===== config.mk =====
export PLATFORM = sky130hd
export DESIGN_NAME = multi_edge_detector_flat
export DESIGN_NICKNAME = d
export VERILOG_FILES = /design/src/rtl/multi_edge_detector_if.sv /design/src/rtl/multi_edge_detector.sv /design/src/flat_wrapper.sv
export SDC_FILE = /design/constraint.sdc
export NUM_CORES = 1
export LEC_CHECK = 0
export CORE_MARGIN = 1
export CORE_UTILIZATION = 26
export CTS_BUF_LIST = sky130_fd_sc_hd__clkbuf_16
export CTS_CLUSTER_SIZE = 14
export DETAILED_ROUTE_END_ITERATION = 12
export PLACE_DENSITY = 0.49
export RECOVER_POWER = 100
export SYNTH_ARGS = -nofsm -noshare
export SYNTH_HDL_FRONTEND = slang
export SYNTH_SLANG_ARGS = --single-unit
export TNS_END_PERCENT = 10

===== constraint.sdc =====
create_clock -name clock -period 13.6 [get_ports clock]
set_input_delay 2.72 -clock clock [delete_from_list [all_inputs] [get_ports clock]]
set_output_delay 2.72 -clock clock [all_outputs]
set_load 0.005 [all_outputs]

===== src/rtl/multi_edge_detector_if.sv =====
// Bundle of per-channel inputs and detector outputs for multi_edge_detector.
// The detector is the slave; the driving logic is the master.
interface multi_edge_detector_if #(
  parameter int WIDTH = 8,
  parameter int CNT_W = 16
);
  logic [WIDTH-1:0]   data;
  logic [2*WIDTH-1:0] mode;
  logic [WIDTH-1:0]   clear;
  logic               clear_count;
  logic [WIDTH-1:0]   level;
  logic [WIDTH-1:0]   pulse;
  logic [WIDTH-1:0]   sticky;
  logic               any_event;
  logic [CNT_W-1:0]   event_count;

  modport master (
    output data, mode, clear, clear_count,
    input  level, pulse, sticky, any_event, event_count
  );

  modport slave (
    input  data, mode, clear, clear_count,
    output level, pulse, sticky, any_event, event_count
  );
endinterface


===== src/rtl/multi_edge_detector.sv =====
// Multi-channel synchronise / debounce / edge-detect block.
// Each channel synchronises its raw input, accepts a level change only after
// DEBOUNCE stable cycles, and emits a mode-qualified one-cycle pulse on the
// accepting edge. Pulses set per-channel sticky flags and feed a saturating
// event counter shared by all channels.
module multi_edge_detector #(
  parameter int WIDTH       = 8,
  parameter int SYNC_STAGES = 2,
  parameter int DEBOUNCE    = 4,
  parameter int CNT_W       = 16
) (
  input  logic                   clock,
  input  logic                   reset_n,
  multi_edge_detector_if.slave   bus
);

  localparam int CW = $clog2(DEBOUNCE) + 1;
  localparam logic [CW-1:0] DB_MAX = CW'(DEBOUNCE - 1);
  localparam logic [CNT_W+6:0] CNT_MAX = {7'd0, {CNT_W{1'b1}}};

  // Number of pulse bits set this cycle (WIDTH <= 32 fits in 6 bits).
  function automatic logic [5:0] popcount(input logic [WIDTH-1:0] v);
    logic [5:0] n;
    n = '0;
    for (int i = 0; i < WIDTH; i++) begin
      n = n + 6'(v[i]);
    end
    return n;
  endfunction

  // Add without wrapping: clamp at the all-ones counter value.
  function automatic logic [CNT_W-1:0] sat_add(input logic [CNT_W-1:0] a,
                                               input logic [5:0]       b);
    logic [CNT_W+6:0] sum;
    sum = {7'd0, a} + {{(CNT_W+1){1'b0}}, b};
    if (sum > CNT_MAX) begin
      return {CNT_W{1'b1}};
    end
    return sum[CNT_W-1:0];
  endfunction

  // Stage 0 is the first synchroniser flop; the last stage is the clean level.
  logic [SYNC_STAGES-1:0][WIDTH-1:0] sync_d, sync_q;
  logic [WIDTH-1:0][CW-1:0]          cnt_d, cnt_q;
  logic [WIDTH-1:0]                  level_d, level_q;
  logic [WIDTH-1:0]                  pulse_d, pulse_q;
  logic [WIDTH-1:0]                  sticky_d, sticky_q;
  logic [CNT_W-1:0]                  count_d, count_q;
  logic [WIDTH-1:0]                  s;

  assign s = sync_q[SYNC_STAGES-1];

  // Shift the synchroniser chain by one stage per clock.
  always_comb begin
    sync_d = {sync_q[SYNC_STAGES-2:0], bus.data};
  end

  // Debounce each channel and qualify accepted changes with its mode bits.
  // A mismatch that disappears before the counter reaches DB_MAX resets it.
  always_comb begin
    cnt_d   = '0;
    level_d = level_q;
    pulse_d = '0;
    for (int i = 0; i < WIDTH; i++) begin
      if (s[i] != level_q[i]) begin
        if (cnt_q[i] == DB_MAX) begin
          level_d[i] = s[i];
          pulse_d[i] = s[i] ? bus.mode[2*i] : bus.mode[2*i+1];
        end else begin
          cnt_d[i] = cnt_q[i] + CW'(1);
        end
      end
    end
  end

  // Sticky flags: a new pulse beats a simultaneous clear.
  always_comb begin
    sticky_d = pulse_d | (sticky_q & ~bus.clear);
  end

  // Event counter: clear_count reloads with this cycle's pulses instead of 0.
  always_comb begin
    if (bus.clear_count) begin
      count_d = sat_add('0, popcount(pulse_d));
    end else begin
      count_d = sat_add(count_q, popcount(pulse_d));
    end
  end

  // All state, including the synchronisers, clears on reset.
  always_ff @(posedge clock or negedge reset_n) begin
    if (!reset_n) begin
      sync_q   <= '0;
      cnt_q    <= '0;
      level_q  <= '0;
      pulse_q  <= '0;
      sticky_q <= '0;
      count_q  <= '0;
    end else begin
      sync_q   <= sync_d;
      cnt_q    <= cnt_d;
      level_q  <= level_d;
      pulse_q  <= pulse_d;
      sticky_q <= sticky_d;
      count_q  <= count_d;
    end
  end

  assign bus.level       = level_q;
  assign bus.pulse       = pulse_q;
  assign bus.sticky      = sticky_q;
  assign bus.any_event   = |sticky_q;
  assign bus.event_count = count_q;

endmodule


===== src/flat_wrapper.sv =====
// flat-port wrapper written by rule: the top's interface ports become plain ports
module multi_edge_detector_flat 
#(
  parameter int WIDTH       = 8,
  parameter int SYNC_STAGES = 2,
  parameter int DEBOUNCE    = 4,
  parameter int CNT_W       = 16
)
  (clock, reset_n, bus_data, bus_mode, bus_clear, bus_clear_count, bus_level, bus_pulse, bus_sticky, bus_any_event, bus_event_count);
  multi_edge_detector_if #(.WIDTH(WIDTH), .CNT_W(CNT_W)) bus_i ();
  input  logic clock;
  input  logic reset_n;
  input wire logic [$bits(bus_i.data)-1:0] bus_data;
  input wire logic [$bits(bus_i.mode)-1:0] bus_mode;
  input wire logic [$bits(bus_i.clear)-1:0] bus_clear;
  input wire logic [$bits(bus_i.clear_count)-1:0] bus_clear_count;
  output wire logic [$bits(bus_i.level)-1:0] bus_level;
  output wire logic [$bits(bus_i.pulse)-1:0] bus_pulse;
  output wire logic [$bits(bus_i.sticky)-1:0] bus_sticky;
  output wire logic [$bits(bus_i.any_event)-1:0] bus_any_event;
  output wire logic [$bits(bus_i.event_count)-1:0] bus_event_count;
  assign bus_i.data = bus_data;
  assign bus_i.mode = bus_mode;
  assign bus_i.clear = bus_clear;
  assign bus_i.clear_count = bus_clear_count;
  assign bus_level = bus_i.level;
  assign bus_pulse = bus_i.pulse;
  assign bus_sticky = bus_i.sticky;
  assign bus_any_event = bus_i.any_event;
  assign bus_event_count = bus_i.event_count;
  multi_edge_detector #(.WIDTH(WIDTH), .SYNC_STAGES(SYNC_STAGES), .DEBOUNCE(DEBOUNCE), .CNT_W(CNT_W)) u_core (.clock(clock), .reset_n(reset_n), .bus(bus_i));
endmodule

==> summary.md, run 1 <==
| Metric | Value |
|---|---|
| Crit path required time | `13840 ps` |
| Area Growth Syn to Fin | `34.5%` |
| Resized Gates After CTS | `0` |
| Worst Clk Skew | `~4.8 ps` |
| Number of routed nets with antenna violations | `0` |
| Overall power | `roughly 660 uW` |
| Vias | `2469` |
| Row count | `41` |
| Share of layout cells above drive strength 1 | `under 10%` |
| Critical Path Max Stage Delay | `between 500 and 600 ps` |
| Deepest clock path buffer count | `2` |
| Die footprint | `0.0138 mm2` |
| Die Width | `118 um` |
| Largest net degree at the start of global routing | `81` |
| Synth Area per Inst | `11.6 um2` |
| Max_slew headroom | `-186%` |
| Minimum clock period | `7420 ps` |
| Hold buffer count at CTS | `0` |
| Root buf cell | `clkbuf_16` |
| Worst slew pin tran | `around 4300 ps` |
| Maximum vdd drop | `~0.06 mV` |
| Most used cell, CP | `fa_1` |
| Outcome | `complete, but fails checks` |
| Crit path capture type | `register` |
| Ys async rst share | `100%` |
| Post-Synthesis Cells | `299` |
| Synthesized cell area | `0.00348 mm2` |
| Register area share after synthesis | `between 50% and 60%` |
| Die Y | `118 um` |
| Fin crit share | `between 50 and 60%` |
| Crit path max fanout | `10` |
| Post-CTS setup repair buffer count | `0` |
| Iteration-0 DRC Markers | `between 80 and 90` |
| Min Hold Slack | `around 340 ps` |
| Slowest-stage cell, CP | `dlygate4sd3_1` |
| Clk_lat worst skew | `330 ps` |
| IO Count | `76` |
| CP cell instances | `dlygate4sd3_1 > nand2_1 > nor2_1 > a31oi_1 > nor2_1 > ha_1 > inv_1 > fa_1 > fa_1 > fa_1 > fa_1 > fa_1 > nand2b_1 > a21oi_1 > nand4_1 > a31oi_1` |
| Hold Vio Cnt, Final | `0` |
| Vias in the first global route | `2526` |
| Leakage | `between 2 and 2.5 nW` |
| Library cells used by synthesis | `39` |
| Hold depth | `0` |
| Nets | `438` |
| Synth warnings | `0` |
| DR vias/cell | `4.41` |
| GRT Total Usage | `11.8%` |
| Failing checks | `capacitance limit, slew limit` |
| # H-tree levels | `3` |
| Achievable Freq | `135 MHz` |
| CP top delay family | `adder cells` |
| Yosys reg bits | `80` |
| Placer Congestion | `0.787` |
| Max-slew violations | `81` |
| Worst R2R Path Depth | `14` |
| Post-Route Setup TNS | `0 ps` |
| Final setup violation count | `0` |
| Final wirelength | `7390 um` |
| TritonRoute pass-1 iters | `4` |
| Clock Sink Count | `80` |
| Stages on worst setup path | `16` |
| Syn_nets | `about 350` |
| Dpl hpwl | `between 5000 and 6000 um` |
| RSZ-0062 raised after global routing | `false` |
| First-pass GRT wire length | `12600 um` |
| Initial core utilization | `a little over a quarter` |
| Setup Crit Path Kind | `input pin to register` |
| Post-synth EDFFs | `0` |
| CTS buffer count | `9` |
| Worst hold path type | `register to register` |
| Max-Cap Viols | `1` |
| Core area | `between 0.01 and 0.015 mm2` |
| Initial antenna violation count | `0` |
| Buffer and inverter count on the worst path | `2` |
| DRC errors left | `0` |
| CTS clock-pin slew for the worst setup and hold paths | `60 ps` |
| Power Dens Cells | `about 140 mW/mm2` |
| WL/cell | `between 10 and 15 um` |
| GRT Residual Overflow | `0` |
| Ant. Diodes | `0` |
| Worst EP arrival | `between 7000 and 8000 ps` |
| IO Port Bufs | `75` |
| Crit path launch type | `input pin` |
| Prevailing post-synth register cell | `dfrtp_1` |
| CTS tree | `yes` |
-- layout by cell type, fill, tap and decap left out, types with 2 or more instances in the layout --
master and count:
mux2_2 8, dfrtp_1 80, or4_1 2, a21oi_1 6, fa_1 5, clkinv_2 3, nand4_1 2, clkdlybuf4s50_1 17
or3_1 3, a211oi_1 4, o31ai_1 2, nand2b_1 2, a31oi_1 13, xnor2_1 10, nor2_1 13, nor3_1 12
nand3_1 3, a21o_1 4, dlygate4sd3_1 57, nand2_1 21, nand3b_1 5, nor3b_1 14, nor2b_1 15, o21ai_0 17
clkbuf_16 9, inv_1 26, nor4_1 3, xor2_1 2, clkinv_1 3, ha_1 15
-- final timing paths --
path                                        start                   endpoint  slack [ps]
max in group asynchronous                 reset_n  u_core.bus.event_count[1]        7260
min in group asynchronous                 reset_n                u_core.s[5]        3890
worst max register to register    u_core.cnt_q[3]  u_core.bus.event_count[2]        8460
worst min-delay path            u_core.sync_d[10]                u_core.s[2]         340
worst min register to register  u_core.sync_d[10]                u_core.s[2]         340
worst max-delay path                  bus_mode[0]  u_core.bus.event_count[2]        6180
-- sequential cells by signal, summed over array words and instances (netlist names) --
name	count
u_core.bus.event_count	16
u_core.bus.level	8
u_core.bus.sticky	8
u_core.sync_d	8
u_core.bus.pulse	8
u_core.s	8
u_core.cnt_q	24
-- through the flow --
stage               std cells  util (%)  area (um2)  setup slack [ps]
finish                    560      36.5        4680              6180
CTS                       560      36.5        4690              6440
global placement          544      34.6        4430              6110
detailed placement        544      34.6        4430              6090
floorplan                 299         -        3480              7000
global route              560      36.5        4680              5760
-- cells in the mapped netlist, drive strengths merged (2+ instances only) --
master | number | area, um2
a31oi | 13 | 81.3
dfrtp | 80 | 2000
fa | 5 | 100
nand4 | 2 | 18.8
nand2b | 2 | 12.5
a211oi | 4 | 30.0
nor4 | 3 | 18.8
or3 | 3 | 18.8
ha | 15 | 188
nand2 | 21 | 78.8
or4 | 2 | 15.0
and3 | 2 | 13.8
a21oi | 6 | 30.0
o21ai | 17 | 85.1
nor2 | 13 | 48.8
nand3 | 4 | 32.5
o31ai | 2 | 15.0
nor3 | 12 | 60.1
nor3b | 14 | 105
nor2b | 15 | 93.8
xnor2 | 10 | 87.6
xor2 | 2 | 17.5
mux2 | 8 | 90.1
inv | 25 | 93.8
nand3b | 5 | 37.5
a21o | 4 | 30.0
-- metal layers --
metal	share of wire [%]	global-route usage [%]	routed length (um)
met2	49	19.0	3600
met5	0	0	0
met4	1.4	4.73	106
met3	4.7	4.41	349
met1	45	14.2	3340
-- cell families after synthesis --
| kind of cell | after synthesis | synth area share, % |
|---|---|---|
| buf+inv | 27 | 2.95 |
| fa+ha+maj | 20 | 8.28 |
| compound gates | 51 | 8.96 |
| xor+xnor | 12 | 3.02 |
| simple gates | 101 | 16.6 |
| flops | 80 | 57.6 |
| mux | 8 | 2.59 |
-- final cells by class --
cell class              count  area [um2]
clock buffers               9         225
clock inverters             7        30.0
fillers                  1299        8150
inverters                  25        93.8
multi-input cells         192        1370
flip-flops and latches     80        2000
well taps                 172         215
repair buffers             75         744
-- where the power goes --
| part | switching, mW | total [mW] | internal, mW |
|---|---|---|---|
| Sequential | 0.0296 | 0.307 | 0.278 |
| Clock | 0.0890 | 0.209 | 0.120 |
| Combinational | 0.0610 | 0.144 | 0.0830 |
| Total | 0.180 | 0.660 | 0.481 |
-- worst reg2reg max path, cell delays in order, from the launching register on --
cell and delay, ps:
dfrtp_1 350, ha_1 160, nor2b_1 270, nor2b_1 260, ha_1 270, inv_1 70, fa_1 420, fa_1 450
fa_1 410, fa_1 490, fa_1 450, nand2b_1 200, a21oi_1 400, nand4_1 500, a31oi_1 330
(Power assumes the default switching activity.)
==> inputs of run 2 (changes only) <==
==> constraint.sdc (replaced) <==
create_clock -name clock -period 6.9 [get_ports clock]
set_input_delay 1.38 -clock clock [delete_from_list [all_inputs] [get_ports clock]]
set_output_delay 1.38 -clock clock [all_outputs]
set_load 0.005 [all_outputs]
==> summary.md, run 2 (same netlist as run 1, synthesis figures left out) <==
| Metric | Value |
|---|---|
| DRC errors left | `0` |
| Post-Route Setup TNS | `0 ps` |
| Worst EP arrival | `about 6300 ps` |
| WHS Endpoint | `u_core.s[2]` |
| Iteration-0 DRC Markers | `89` |
| Sequential Power Share | `45.4%` |
| Met2 Routed Length | `~3500 um` |
| Filler instances | `between 1000 and 1500` |
| Max FFs per register | `24` |
| Largest net degree at the start of global routing | `81` |
| Buffer and inverter count on the worst path | `2` |
| FF-to-FF End | `u_core.bus.event_count[2]` |
| Nets | `roughly 440` |
| Dpl hpwl | `5300 um` |
| Pre-CTS WS | `698 ps` |
| Resized Gates After CTS | `0` |
| Reg2reg setup slack | `~1800 ps` |
| DR top layer | `met4` |
| Initial antenna violation count | `0` |
| Crit path launch type | `input pin` |
| Share of layout cells above drive strength 1 | `5.68%` |
| # H-tree levels | `3` |
| Crit path max fanout | `10` |
| Die Width | `about 120 um` |
| Core area | `0.0128 mm2` |
| Area Growth Syn to Fin | `35.1%` |
| TritonRoute pass-1 iters | `4` |
| DR WL met3 | `293 um` |
| Critical Path Max Stage Delay | `roughly 540 ps` |
| Crit path required time | `approximately 7100 ps` |
| Hold Path Origin | `u_core.sync_d[10]` |
| M1 WL | `between 3000 and 4000 um` |
| Hold Vio Cnt, Final | `0` |
| Outcome | `complete, but fails checks` |
| Final instance area | `0.00470 mm2` |
| Final wirelength | `7250 um` |
| Commonest non-fill, non-tap cell in the layout | `dfrtp_1` |
| Achievable Freq | `165 MHz` |
| Worst slew pin tran | `4250 ps` |
| Vias in the first global route | `2498` |
| WL/cell | `around 13 um` |
| CTS tree | `yes` |
| Worst hold path type | `register to register` |
| DR vias/cell | `4.39` |
| Hold depth | `0` |
| GRT Total Usage | `roughly an eighth` |
| Multi-input gate area | `roughly 0.0014 mm2` |
| Most used cell, CP | `fa_1` |
| Die Y | `118 um` |
| CTS buffer count | `9` |
| Minimum clock period | `6060 ps` |
| Maximum vdd drop | `0.145 mV` |
| Crit path capture type | `register` |
| Area after DPL | `0.00443 mm2` |
| Clk_lat worst skew | `330 ps` |
| Initial core utilization | `a little over a quarter` |
| Top reg by flops | `u_core.cnt_q` |
| Max-Cap Viols | `1` |
| First-pass GRT wire length | `about 13000 um` |
| Final worst slack | `about 840 ps` |
| Clock share of power | `33.4%` |
| Slowest-stage cell, CP | `dlygate4sd3_1` |
| Placer Congestion | `0.787` |
| RR Startpoint | `u_core.cnt_q[3]` |
| Overall power | `approximately 1.3 mW` |
| Worst Clk Skew | `5.64 ps` |
| CP top delay family | `adder cells` |
| Cell Int Power | `984 uW` |
| Clock Sink Count | `80` |
| CTS clock-pin slew for the worst setup and hold paths | `60 ps` |
| Setup Crit Path Kind | `input pin to register` |
| Die footprint | `roughly 0.014 mm2` |
| Stages on worst setup path | `16` |
| Post-CTS setup repair buffer count | `0` |
| Hold buffer count at CTS | `0` |
| Failing checks | `capacitance limit, slew limit` |
| Logic pwr share | `between 20% and 30%` |
| Final setup violation count | `0` |
| Power Dens Cells | `284 mW/mm2` |
| Most frequent cells in the layout | `80 x dfrtp_1, 57 x dlygate4sd3_1, 25 x inv_1` |
| IO Port Bufs | `75` |
| Worst R2R Path Depth | `14` |
| Ant. Diodes | `0` |
| Placed cell count | `between 500 and 600` |
| Reg area | `0.00200 mm2` |
| Vias | `2455` |
| Final non-filler cell total | `between 500 and 600` |
| Deepest clock path buffer count | `2` |
| Number of routed nets with antenna violations | `0` |
| Root buf cell | `clkbuf_16` |
| Max-slew violations | `81` |
| Row count | `approximately 40` |
| Switching pwr | `351 uW` |
| RSZ-0062 raised after global routing | `false` |
| IO Count | `76` |
| Max_slew headroom | `-183%` |
| CP cell instances | `dlygate4sd3_1 > nand2_1 > nor2_1 > a31oi_1 > nor2_1 > ha_1 > inv_1 > fa_1 > fa_1 > fa_1 > fa_1 > fa_1 > nand2b_1 > a21oi_1 > nand4_1 > a31oi_1` |
| Fin crit share | `87.9%` |
| Leakage | `around 2.2 nW` |
| Net Sw Frac | `26.3%` |
| GRT Residual Overflow | `0` |
run 2: power groups by stage:
stage | clock [mW] | sequential [mW] | combinational (mW)
after detailed placement | 0 | 0.618 | 0.306
after floorplan | 0 | 0.607 | 0.161
after global placement | 0 | 0.614 | 0.301
after CTS | 0.467 | 0.610 | 0.308
after global routing | 0.483 | 0.619 | 0.328
final | 0.446 | 0.607 | 0.283
run 2: area by class of cell:
| cell class | count | area share (%) |
|---|---|---|
| Clock buffer | 9 | 4.79 |
| Clock inverter | 6 | 1.09 |
| Inverter | 25 | 2.00 |
| Multi-Input combinational cell | 192 | 29.1 |
| Sequential cell | 80 | 42.6 |
| Tap cell | 172 | 4.58 |
| Timing Repair Buffer | 75 | 15.8 |
run 2: per-layer routing:
layer  GRT usage [%]  vias up
met5               0        -
met4            5.69        0
met3            3.83        9
met2            18.1       48
met1            14.6     1181
li1                -     1217
run 2: worst max path at each step:
stage	startpoint	endpoint	slack [ps]
2_1_floorplan	bus_mode[0]	u_core.bus.event_count[15]	1640
3_3_place_gp	bus_mode[0]	u_core.bus.event_count[15]	750
3_5_place_dp	bus_mode[0]	u_core.bus.event_count[15]	700
4_1_cts	bus_mode[0]	u_core.bus.event_count[15]	1050
5_1_grt	bus_mode[0]	u_core.bus.event_count[3]	470
6_report	bus_mode[0]	u_core.bus.event_count[2]	840
run 2: through the flow:
stage	hold WS (ps)	util (%)
detailed placement	336	34.6
finish	341	36.6
floorplan	331	-
CTS	346	36.7
global placement	334	34.6
global route	348	36.6
run 2: worst reg2reg max path, cell delays in order (launching register included):
cell and delay [ps]:
dfrtp_1 350, ha_1 160, nor2b_1 270, nor2b_1 280, ha_1 270, inv_1 70, fa_1 430, fa_1 450
fa_1 420, fa_1 490, fa_1 440, nand2b_1 200, a21oi_1 380, nand4_1 490, a31oi_1 330
